<file path="src/rtl/irq_trap_ctrl.sv">
// Trap controller: prioritises synchronous exceptions over enabled interrupts and hands one trap at a time to the pipeline.
// Optional macro IRQ_TRAP_CTRL_EDGE_EN selects edge-triggered interrupt pending; default build is level-triggered.
module irq_trap_ctrl #(
  parameter int NUM_IRQ        = 8,
  parameter int NUM_EXC        = 4,
  parameter int IRQ_CAUSE_BASE = 16
) (
  input  logic               clk,
  input  logic               reset,
  input  logic [NUM_EXC-1:0] exc_vec,
  input  logic [NUM_IRQ-1:0] irq_in,
  input  logic [NUM_IRQ-1:0] irq_en_wdata,
  input  logic               irq_en_we,
  input  logic               global_ie,
  input  logic               trap_ack,
  input  logic               trap_return,
  output logic               trap_req,
  output logic [31:0]        trap_cause,
  output logic               trap_is_irq,
  output logic [NUM_IRQ-1:0] irq_pending,
  output logic               busy,
  output logic               double_fault
);

  typedef enum logic [1:0] {IDLE, REQ, SERVICE} state_t;

  state_t             r_state, w_state_nxt;
  logic [31:0]        r_cause, w_cause_nxt;
  logic               r_is_irq, w_is_irq_nxt;
  logic               r_dfault, w_dfault_nxt;
  logic [NUM_IRQ-1:0] r_pending, w_pending_nxt;
  logic [NUM_IRQ-1:0] r_enable;
  logic [NUM_IRQ-1:0] w_irq_act;
  logic               w_exc_any, w_irq_go;
  logic [4:0]         w_exc_idx, w_irq_idx;

  function automatic logic [4:0] lowest_exc(input logic [NUM_EXC-1:0] v);
    lowest_exc = '0;
    for (int i = NUM_EXC - 1; i >= 0; i--)
      if (v[i]) lowest_exc = 5'(i);
  endfunction

  function automatic logic [4:0] lowest_irq(input logic [NUM_IRQ-1:0] v);
    lowest_irq = '0;
    for (int i = NUM_IRQ - 1; i >= 0; i--)
      if (v[i]) lowest_irq = 5'(i);
  endfunction

  function automatic logic [31:0] exc_cause(input logic [4:0] idx);
    exc_cause = 32'(idx) + 32'd1;
  endfunction

  function automatic logic [31:0] irq_cause(input logic [4:0] idx);
    irq_cause = 32'h8000_0000 | (32'(IRQ_CAUSE_BASE) + 32'(idx));
  endfunction

  assign w_irq_act = r_pending & r_enable;
  assign w_exc_any = |exc_vec;
  assign w_irq_go  = global_ie & (|w_irq_act);
  assign w_exc_idx = lowest_exc(exc_vec);
  assign w_irq_idx = lowest_irq(w_irq_act);

`ifdef IRQ_TRAP_CTRL_EDGE_EN
  logic [NUM_IRQ-1:0] r_irq_prev;
  logic [NUM_IRQ-1:0] w_ack_clr;
  logic [4:0]         r_claim;

  // A fresh rising edge on the acknowledged channel outranks the clear.
  always_comb begin
    w_ack_clr = '0;
    if (r_state == REQ && trap_ack && r_is_irq)
      for (int i = 0; i < NUM_IRQ; i++)
        if (r_claim == 5'(i)) w_ack_clr[i] = 1'b1;
    w_pending_nxt = (r_pending & ~w_ack_clr) | (irq_in & ~r_irq_prev);
  end

  always_ff @(posedge clk) begin
    if (reset) begin
      r_irq_prev <= '0;
      r_claim    <= '0;
    end else begin
      r_irq_prev <= irq_in;
      if (r_state == IDLE && !w_exc_any && w_irq_go)
        r_claim <= w_irq_idx;
    end
  end
`else
  always_comb w_pending_nxt = irq_in;
`endif

  always_comb begin
    w_state_nxt  = r_state;
    w_cause_nxt  = r_cause;
    w_is_irq_nxt = r_is_irq;
    w_dfault_nxt = r_dfault;
    trap_req     = 1'b0;
    busy         = 1'b0;
    case (r_state)
      IDLE: begin
        if (w_exc_any) begin
          w_state_nxt  = REQ;
          w_cause_nxt  = exc_cause(w_exc_idx);
          w_is_irq_nxt = 1'b0;
        end else if (w_irq_go) begin
          w_state_nxt  = REQ;
          w_cause_nxt  = irq_cause(w_irq_idx);
          w_is_irq_nxt = 1'b1;
        end
      end
      REQ: begin
        trap_req = 1'b1;
        // An exception pre-empts an interrupt that has not yet been taken.
        if (trap_ack) begin
          w_state_nxt = SERVICE;
        end else if (r_is_irq && w_exc_any) begin
          w_cause_nxt  = exc_cause(w_exc_idx);
          w_is_irq_nxt = 1'b0;
        end
      end
      SERVICE: begin
        busy = 1'b1;
        if (w_exc_any)   w_dfault_nxt = 1'b1;
        if (trap_return) w_state_nxt  = IDLE;
      end
      default: w_state_nxt = IDLE;
    endcase
  end

  always_ff @(posedge clk) begin
    if (reset) begin
      r_state   <= IDLE;
      r_cause   <= '0;
      r_is_irq  <= 1'b0;
      r_dfault  <= 1'b0;
      r_pending <= '0;
      r_enable  <= '0;
    end else begin
      r_state   <= w_state_nxt;
      r_cause   <= w_cause_nxt;
      r_is_irq  <= w_is_irq_nxt;
      r_dfault  <= w_dfault_nxt;
      r_pending <= w_pending_nxt;
      if (irq_en_we) r_enable <= irq_en_wdata;
    end
  end

  assign trap_cause   = r_cause;
  assign trap_is_irq  = r_is_irq;
  assign irq_pending  = r_pending;
  assign double_fault = r_dfault;

endmodule

</file>
<file path="config.mk">
export PLATFORM = sky130hd
export DESIGN_NAME = irq_trap_ctrl
export DESIGN_NICKNAME = d
export VERILOG_FILES = /design/src/rtl/irq_trap_ctrl.sv
export SDC_FILE = /design/constraint.sdc
export NUM_CORES = 1
export LEC_CHECK = 0
export ABC_AREA = 1
export BUFFER_PORTS_ARGS = -buffer_cell sky130_fd_sc_hd__buf_2
export CORE_MARGIN = 2
export CORE_UTILIZATION = 40
export CTS_BUF_LIST = sky130_fd_sc_hd__clkbuf_4 sky130_fd_sc_hd__clkbuf_8 sky130_fd_sc_hd__clkbuf_16
export CTS_CLUSTER_DIAMETER = 150
export DETAILED_ROUTE_END_ITERATION = 8
export PLACE_DENSITY = 0.87
export SYNTH_ARGS = -nofsm -noshare
export SYNTH_HDL_FRONTEND = slang
export SYNTH_SLANG_ARGS = --single-unit
</file>
<file path="constraint.sdc">
create_clock -name clk -period 1 [get_ports clk]
set_clock_uncertainty 0.05 [all_clocks]
set_input_delay 0.05 -clock clk [delete_from_list [all_inputs] [get_ports clk]]
set_output_delay 0.05 -clock clk [all_outputs]
set_load 0.02 [all_outputs]
</file>
==> flow_summary_export.csv, run 1 <==
group,metric,value,unit
power_and_ir_drop,p_total,0.00210,W
worst_setup_path,end_kind,"flop",
grt,grt_max_degree,14,
clock_tree,numClockSinks,23,
clock_tree,clk_path_buf_depth,2,
logic_synthesis,synth_top_area_share,36.2,%
grt,busiest_layer,"met2",
grt,grt_pass1_vias,1163,
die,rows,20,
clock_tree,clk_pin_slew,0.13,ns
grt,grt_use_met2,33.7,%
route,wirelength,3.19,mm
timing,hold_viol,0,
logic_synthesis,ys_seq_elements,23,
outcome,violations,"negative setup slack",
power_and_ir_drop,peakVddDrop,0.000726,V
worst_setup_path,critPathKind,"reg -> reg",
route,vias,1244,
die,die_w,60.4,um
logic_synthesis,yosysTopAreaCell,"dfxtp_1",
worst_hold_path,holdCritPathClass,"in -> reg",
final_layout,fin_area,1890,um2
worst_setup_path,start_kind,"flop",
logic_synthesis,synth.cell_area,1270,um2
die,die_area,3650,um2
flow_run,cap_violations,0,
clock_tree,numCtsBuffers,3,
timing,timing.fmax,754,MHz
timing,fin_ws,-0.326,ns
clock_tree,ctsHtreeMaxLevel,1,
clock_tree,cts_tree,"yes",
worst_setup_path,cp.arrival,1.49,ns
route,wire_per_inst,10.7,um
placed_design,gp_congestion,0.741,
logic_synthesis,async_reset_ff_share,0,%
grt,grt_pass1_wl,4.53,mm
die,start_util,42.0,%
final_layout,fillers,265,
outcome,outcome,"finished, violations left",
logic_synthesis,synth.distinct_cells,24,
route,routed_via_density,4.16,
final_layout,ff_latch_area,484,um2
grt,met1_usage,16.4,%
logic_synthesis,ys_seq_area_share,36.2,%
placed_design,dpl_cell_area,1530,um2
final_layout,multiInputGateArea,666,um2
grt,grt-ovfl-total,0,
timing,rsz0062_at_grt,"true",
clock_tree,clock-root-buffer,"clkbuf_4",
final_layout,syn_to_final_growth,49.0,%
route,dr.pass1.iters,4,
grt,grt_usage,16.5,%
power_and_ir_drop,power_density,1110,nW/um2
final_layout,utilization,62.6,%
route,drc,0,
placed_design,pre_cts_ws,-0.321,ns
logic_synthesis,synth_edf_count,0,
worst_setup_path,cp_max_fo,7,
timing,period_minus_slack,1.33,ns
power_and_ir_drop,leakagePower,1.01,nW
timing,timing.final.crit_share,133,%
final_layout,antenna_cells,0,
placed_design,dp_hpwl,2.03,mm
route,ant_nets,0,
timing,slew_viol_final,0,
logic_synthesis,synth_warnings,0,
timing,whs,0.0246,ns
die,fp.coreArea,3030,um2
grt,use_met3,2.56,%
die,dieHeight,60.4,um
final_layout,layout-drive-gt1-share,42.4,%
worst_setup_path,critPathRequiredTime,1.16,ns
logic_synthesis,synth_cells,177,
logic_synthesis,synth_top_flop_cell,"dfxtp_1",
route,drt_iter0_drc,18,
logic_synthesis,syn_area_per_cell,7.18,um2
clock_tree,clock_latency,0.31,ns
grt,antenna_found_initial,0,
die,io_pins,70,
placed_design,numPortBuffers,42,
logic_synthesis,synth_area_leaders,"dfxtp_1, buf_4, nor2_1",
final_layout,nNetsFinal,283,
timing,setup_violations,10,
## cell usage in the layout, fill, tap and decap left out, drive strengths merged
master	instances
a21boi	1
a21o	1
a21oi	7
buf	60
clkbuf	3
clkinv	1
conb	27
dfxtp	23
dlygate4sd3	18
ha	1
inv	21
nand2	37
nand3	7
nand4	1
nor2	36
nor3	1
o21ai	9
o21bai	1
## cells by family after synthesis
kind of cell	synth area share, %
AND/OR/NAND/NOR	29.9
flip-flops	36.2
other	0.295
AO/OA/AOI/OAI	8.96
buffers and inverters	23.6
adder cells (fa/ha/maj)	0.984
## per-layer routing
| metal | vias to the layer above | part of all wire (%) |
|---|---|---|
| met4 | 0 | 1.4 |
| met5 | - | 0 |
| met3 | 6 | 4.4 |
| met2 | 43 | 57 |
| met1 | 552 | 37 |
| li1 | 643 | - |
## repair_timing
action,in CTS,in global routing
resized for setup,22,16
endpoints found under the hold margin,18,0
pin swaps,7,10
endpoints found under the setup margin,13,12
setup buffers,3,3
hold buffers,18,0
## through the flow
stage	setup TNS (ns)	std cells
2_1_floorplan	-0.916	203
3_3_place_gp	-0.977	271
3_5_place_dp	-1.27	271
4_1_cts	-1.55	296
5_1_grt	-2.50	299
6_report	-1.85	299
## worst max-delay path: stages, from the launching register on
cell and delay, ns:
dfxtp_1 0.35, nand2_2 0.09, nand2_2 0.06, nor2_2 0.14, nand2_2 0.07, nand2_2 0.07
nand3_4 0.12, buf_4 0.17, nand2_2 0.05, a21oi_1 0.05
## registers in the layout (all words and copies together), names as in the netlist
signal and count:
irq_pending 8, double_fault 1, r_enable 8, trap_cause 4, r_state 2
## layout make-up
class                           instances  share of cell area [%]
Multi-Input combinational cell        129                    35.1
Sequential cell                        23                    25.6
Timing Repair Buffer                   78                    30.6
Clock inverter                          1                   0.264
Inverter                               21                    4.29
Clock buffer                            3                    1.19
Tap cell                               44                    2.91
## path summary, 6_finish.rpt
check                             start                          to  slack, ns  cells after the start
max            r_enable[4]$_SDFFE_PP0P_     r_state[0]$_SDFFE_PP0P_      -0.33                      9
min                           irq_en_we    r_enable[7]$_SDFFE_PP0P_       0.02                      3
max reg2reg    r_enable[4]$_SDFFE_PP0P_     r_state[0]$_SDFFE_PP0P_      -0.33                      9
min reg2reg  trap_cause[2]$_SDFFE_PP0P_  trap_cause[2]$_SDFFE_PP0P_       0.43                      2
## Yosys cell counts, types with 2 or more instances
| master | number |
|---|---|
| nand2_2 | 9 |
| o21ai_0 | 8 |
| inv_1 | 20 |
| nor2_2 | 3 |
| a21oi_1 | 5 |
| nand3_1 | 4 |
| buf_4 | 29 |
| nand2_1 | 28 |
| nor2_1 | 32 |
| dfxtp_1 | 23 |
| a21oi_2 | 2 |
| nand3_2 | 2 |
## power by group
group,internal [W],switching [W],total (W)
clock network,0.000149,0.000286,0.000435
logic,0.000268,0.000374,0.000642
registers,0.000977,0.0000474,0.00102
No activity file was read; power rests on OpenSTA's default activity.
==> run 2, diff against run 1 <==
- ABC_AREA: 1 -> 0
- CORE_UTILIZATION: 40 -> 39
- PLACE_DENSITY: 0.87 -> 0.86
==> run 2 against run 1 <==
The flow still finishes with violations (negative setup slack). Non-clock buffer count is 20 higher. Synthesized cell count is 24% lower. Clock-buffer cell count is 1 higher. Total power is 12% higher.
==> flow_summary_export.csv, run 2 <==
group,metric,value,unit
route,vias,1242,
grt,grt_usage,19.7,%
final_layout,syn_to_final_growth,69.4,%
clock_tree,clock-root-buffer,"clkbuf_4",
logic_synthesis,synth_edf_count,0,
final_layout,mostFrequentLayoutCells,"buf_2, conb_1, buf_4, buf_6, dlygate4sd3_1",
worst_hold_path,holdCritPathClass,"in -> reg",
timing,fin_ws,-0.431,ns
grt,grt_max_degree,17,
route,ant_nets,0,
logic_synthesis,synth_most_common_cell,"buf_4",
worst_hold_path,min_path_cells,3,
final_layout,layout-drive-gt1-share,48.5,%
timing,timing.final.crit_share,143,%
die,io_pins,70,
route,drc,0,
logic_synthesis,synth.cell_area,1220,um2
worst_setup_path,slowest_delay,0.40,ns
power_and_ir_drop,combPwrFrac,36.1,%
timing,setup_violations,14,
timing,slew_viol_final,0,
power_and_ir_drop,p_total,0.00235,W
die,die_area,3610,um2
route,wirelength,3.42,mm
worst_hold_path,worstHoldEndpoint,"r_state[0]$_SDFFE_PP0P_",
grt,grt_pass1_wl,5.31,mm
placed_design,placedCellCount,246,
final_layout,layout.cells.non_filler,275,
logic_synthesis,yosysTopAreaCell,"dfxtp_1",
worst_setup_path,critPathRequiredTime,1.17,ns
timing,timing.fmax,699,MHz
route,dr.pass1.iters,4,
timing,hold_viol,0,
worst_setup_path,critPathKind,"reg -> reg",
placed_design,dp_hpwl,2.27,mm
clock_tree,numClockSinks,23,
worst_setup_path,r2r_slack,-0.43,ns
power_and_ir_drop,seqPwrFrac,44.4,%
outcome,outcome,"finished, violations left",
outcome,violations,"negative setup slack",
clock_tree,numCtsBuffers,3,
worst_setup_path,worstPathCellList,"or3b_4, a41oi_4, nor4b_1, a31o_1",
grt,grt_pass1_vias,1193,
route,drt_iter0_drc,32,
worst_setup_path,ff2ff_path_depth,4,
power_and_ir_drop,power_density,1130,nW/um2
logic_synthesis,synth.top_cells.by_count,"buf_4, dfxtp_1, nor2_1, nor2b_1, mux2i_1",
clock_tree,cts_tree,"yes",
logic_synthesis,synth_cells,135,
worst_setup_path,r2r_start,"r_state[0]$_SDFFE_PP0P_",
logic_synthesis,synth_area_leaders,"dfxtp_1, buf_4, mux2i_1",
worst_setup_path,cp_max_fo,5,
power_and_ir_drop,leakagePower,0.996,nW
route,routed_via_density,4.52,
logic_synthesis,ys_seq_area_share,37.6,%
route,wire_per_inst,12.4,um
power_and_ir_drop,peakVddDrop,0.000990,V
placed_design,gp_congestion,0.814,
worst_setup_path,start_kind,"flop",
timing,whs,0.00780,ns
worst_setup_path,cp.arrival,1.60,ns
timing,period_minus_slack,1.43,ns
grt,antenna_found_initial,0,
grt,grt-ovfl-total,0,
power_and_ir_drop,switching_share,32.0,%
clock_tree,clock_latency,0.31,ns
logic_synthesis,synth_top_area_share,37.6,%
logic_synthesis,synth.distinct_cells,35,
die,die_w,60.0,um
logic_synthesis,synth_warnings,0,
placed_design,numPortBuffers,42,
power_and_ir_drop,pwr-share-clk,19.6,%
clock_tree,clk_pin_slew,0.13,ns
die,dieHeight,60.0,um
clock_tree,clk_path_buf_depth,2,
final_layout,fillers,230,
power_and_ir_drop,p_switching,0.000752,W
worst_setup_path,rr_endpoint,"trap_cause[0]$_SDFFE_PP0P_",
logic_synthesis,async_reset_ff_share,0,%
worst_setup_path,end_kind,"flop",
final_layout,antenna_cells,0,
power_and_ir_drop,intPower,0.00160,W
die,start_util,40.5,%
final_layout,final_common_cell,"buf_2",
logic_synthesis,ys_seq_elements,23,
flow_run,cap_violations,0,
timing,rsz0062_at_grt,"true",
final_layout,utilization,68.5,%
logic_synthesis,syn_area_per_cell,9.07,um2
clock_tree,ctsHtreeMaxLevel,1,
worst_setup_path,cp_slowest_cell,"or3b_4",
final_layout,nNetsFinal,259,
worst_hold_path,holdCritStartpoint,"trap_ack",
logic_synthesis,synth_top_flop_cell,"dfxtp_1",
die,fp.coreArea,3030,um2
die,rows,20,
[run 2: final cells by class]
type	count	area, um2	share of cell area (%)
clock buffer	4	30.0	1.45
inverter	3	13.8	0.663
multi-input combinational	103	697	33.6
sequential	23	480	23.2
tap	44	55.1	2.65
timing repair buffer	98	798	38.5
[run 2: through the flow]
step / instance area [um2] / setup TNS [ns] / worst slack (ns)
6_report: 2070 / -2.70 / -0.431
5_1_grt: 2070 / -3.51 / -0.481
4_1_cts: 2040 / -2.60 / -0.448
3_5_place_dp: 1630 / -2.44 / -0.461
3_3_place_gp: 1630 / -2.03 / -0.365
2_1_floorplan: 1360 / -1.52 / -0.345
[run 2: repair_timing]
| item | 4_1_cts | 5_1_grt |
|---|---|---|
| endpoints found under the setup margin | 18 | 20 |
| endpoints found under the hold margin | 22 | 0 |
| buffers inserted | 6 | 1 |
| hold buffers | 19 | 0 |
| pin swaps | 9 | 7 |
| resized for setup | 46 | 5 |
[run 2: worst max-delay path: cells and delay by family, from the launching register on]
kind,cells,cell delay (ns)
flip-flops,1,0.34
AO/OA/AOI/OAI,2,0.46
AND/OR/NAND/NOR,2,0.50
[run 2: kinds of logic (layout without fill, tap and decap cells)]
| group | Yosys count | after routing | share of synthesized area [%] |
|---|---|---|---|
| AND/OR/NAND/NOR | 45 | 45 | 19.8 |
| flip-flops | 23 | 23 | 37.6 |
| other | 1 | 27 | 0.306 |
| AO/OA/AOI/OAI | 22 | 22 | 15.1 |
| adder cells (fa/ha/maj) | 1 | 1 | 1.02 |
| buffers and inverters | 35 | 105 | 19.6 |
| multiplexers | 8 | 8 | 6.54 |
[run 2: how the worst max path moves through the flow]
| stage | from | depth (start not counted) | to |
|---|---|---|---|
| finish | r_state[0]$_SDFFE_PP0P_ | 4 | trap_cause[0]$_SDFFE_PP0P_ |
| global route | irq_pending[1]$_SDFF_PP0_ | 4 | trap_cause[0]$_SDFFE_PP0P_ |
| CTS | r_enable[1]$_SDFFE_PP0P_ | 4 | trap_cause[1]$_SDFFE_PP0P_ |
| detailed placement | r_enable[6]$_SDFFE_PP0P_ | 4 | trap_cause[1]$_SDFFE_PP0P_ |
| global placement | exc_vec[2] | 5 | trap_cause[2]$_SDFFE_PP0P_ |
| floorplan | r_state[0]$_SDFFE_PP0P_ | 4 | trap_cause[0]$_SDFFE_PP0P_ |
[run 2: power by group through the flow]
stage                     combinational, W  clock (W)  sequential, W
after floorplan                   0.000381          0        0.00111
after global placement            0.000615          0        0.00105
after detailed placement          0.000626          0        0.00106
after CTS                         0.000793   0.000468        0.00104
after global routing              0.000908   0.000509        0.00105
final                             0.000847   0.000460        0.00104
[run 2: layer usage]
layer / vias up / wire length, um / global-route usage, %
met3: 8 / 188 / 5.84
met2: 49 / 1740 / 34.5
met4: 0 / 63 / 4.44
met5: - / 0 / 0
li1: 609 / - / -
met1: 576 / 1430 / 23.5
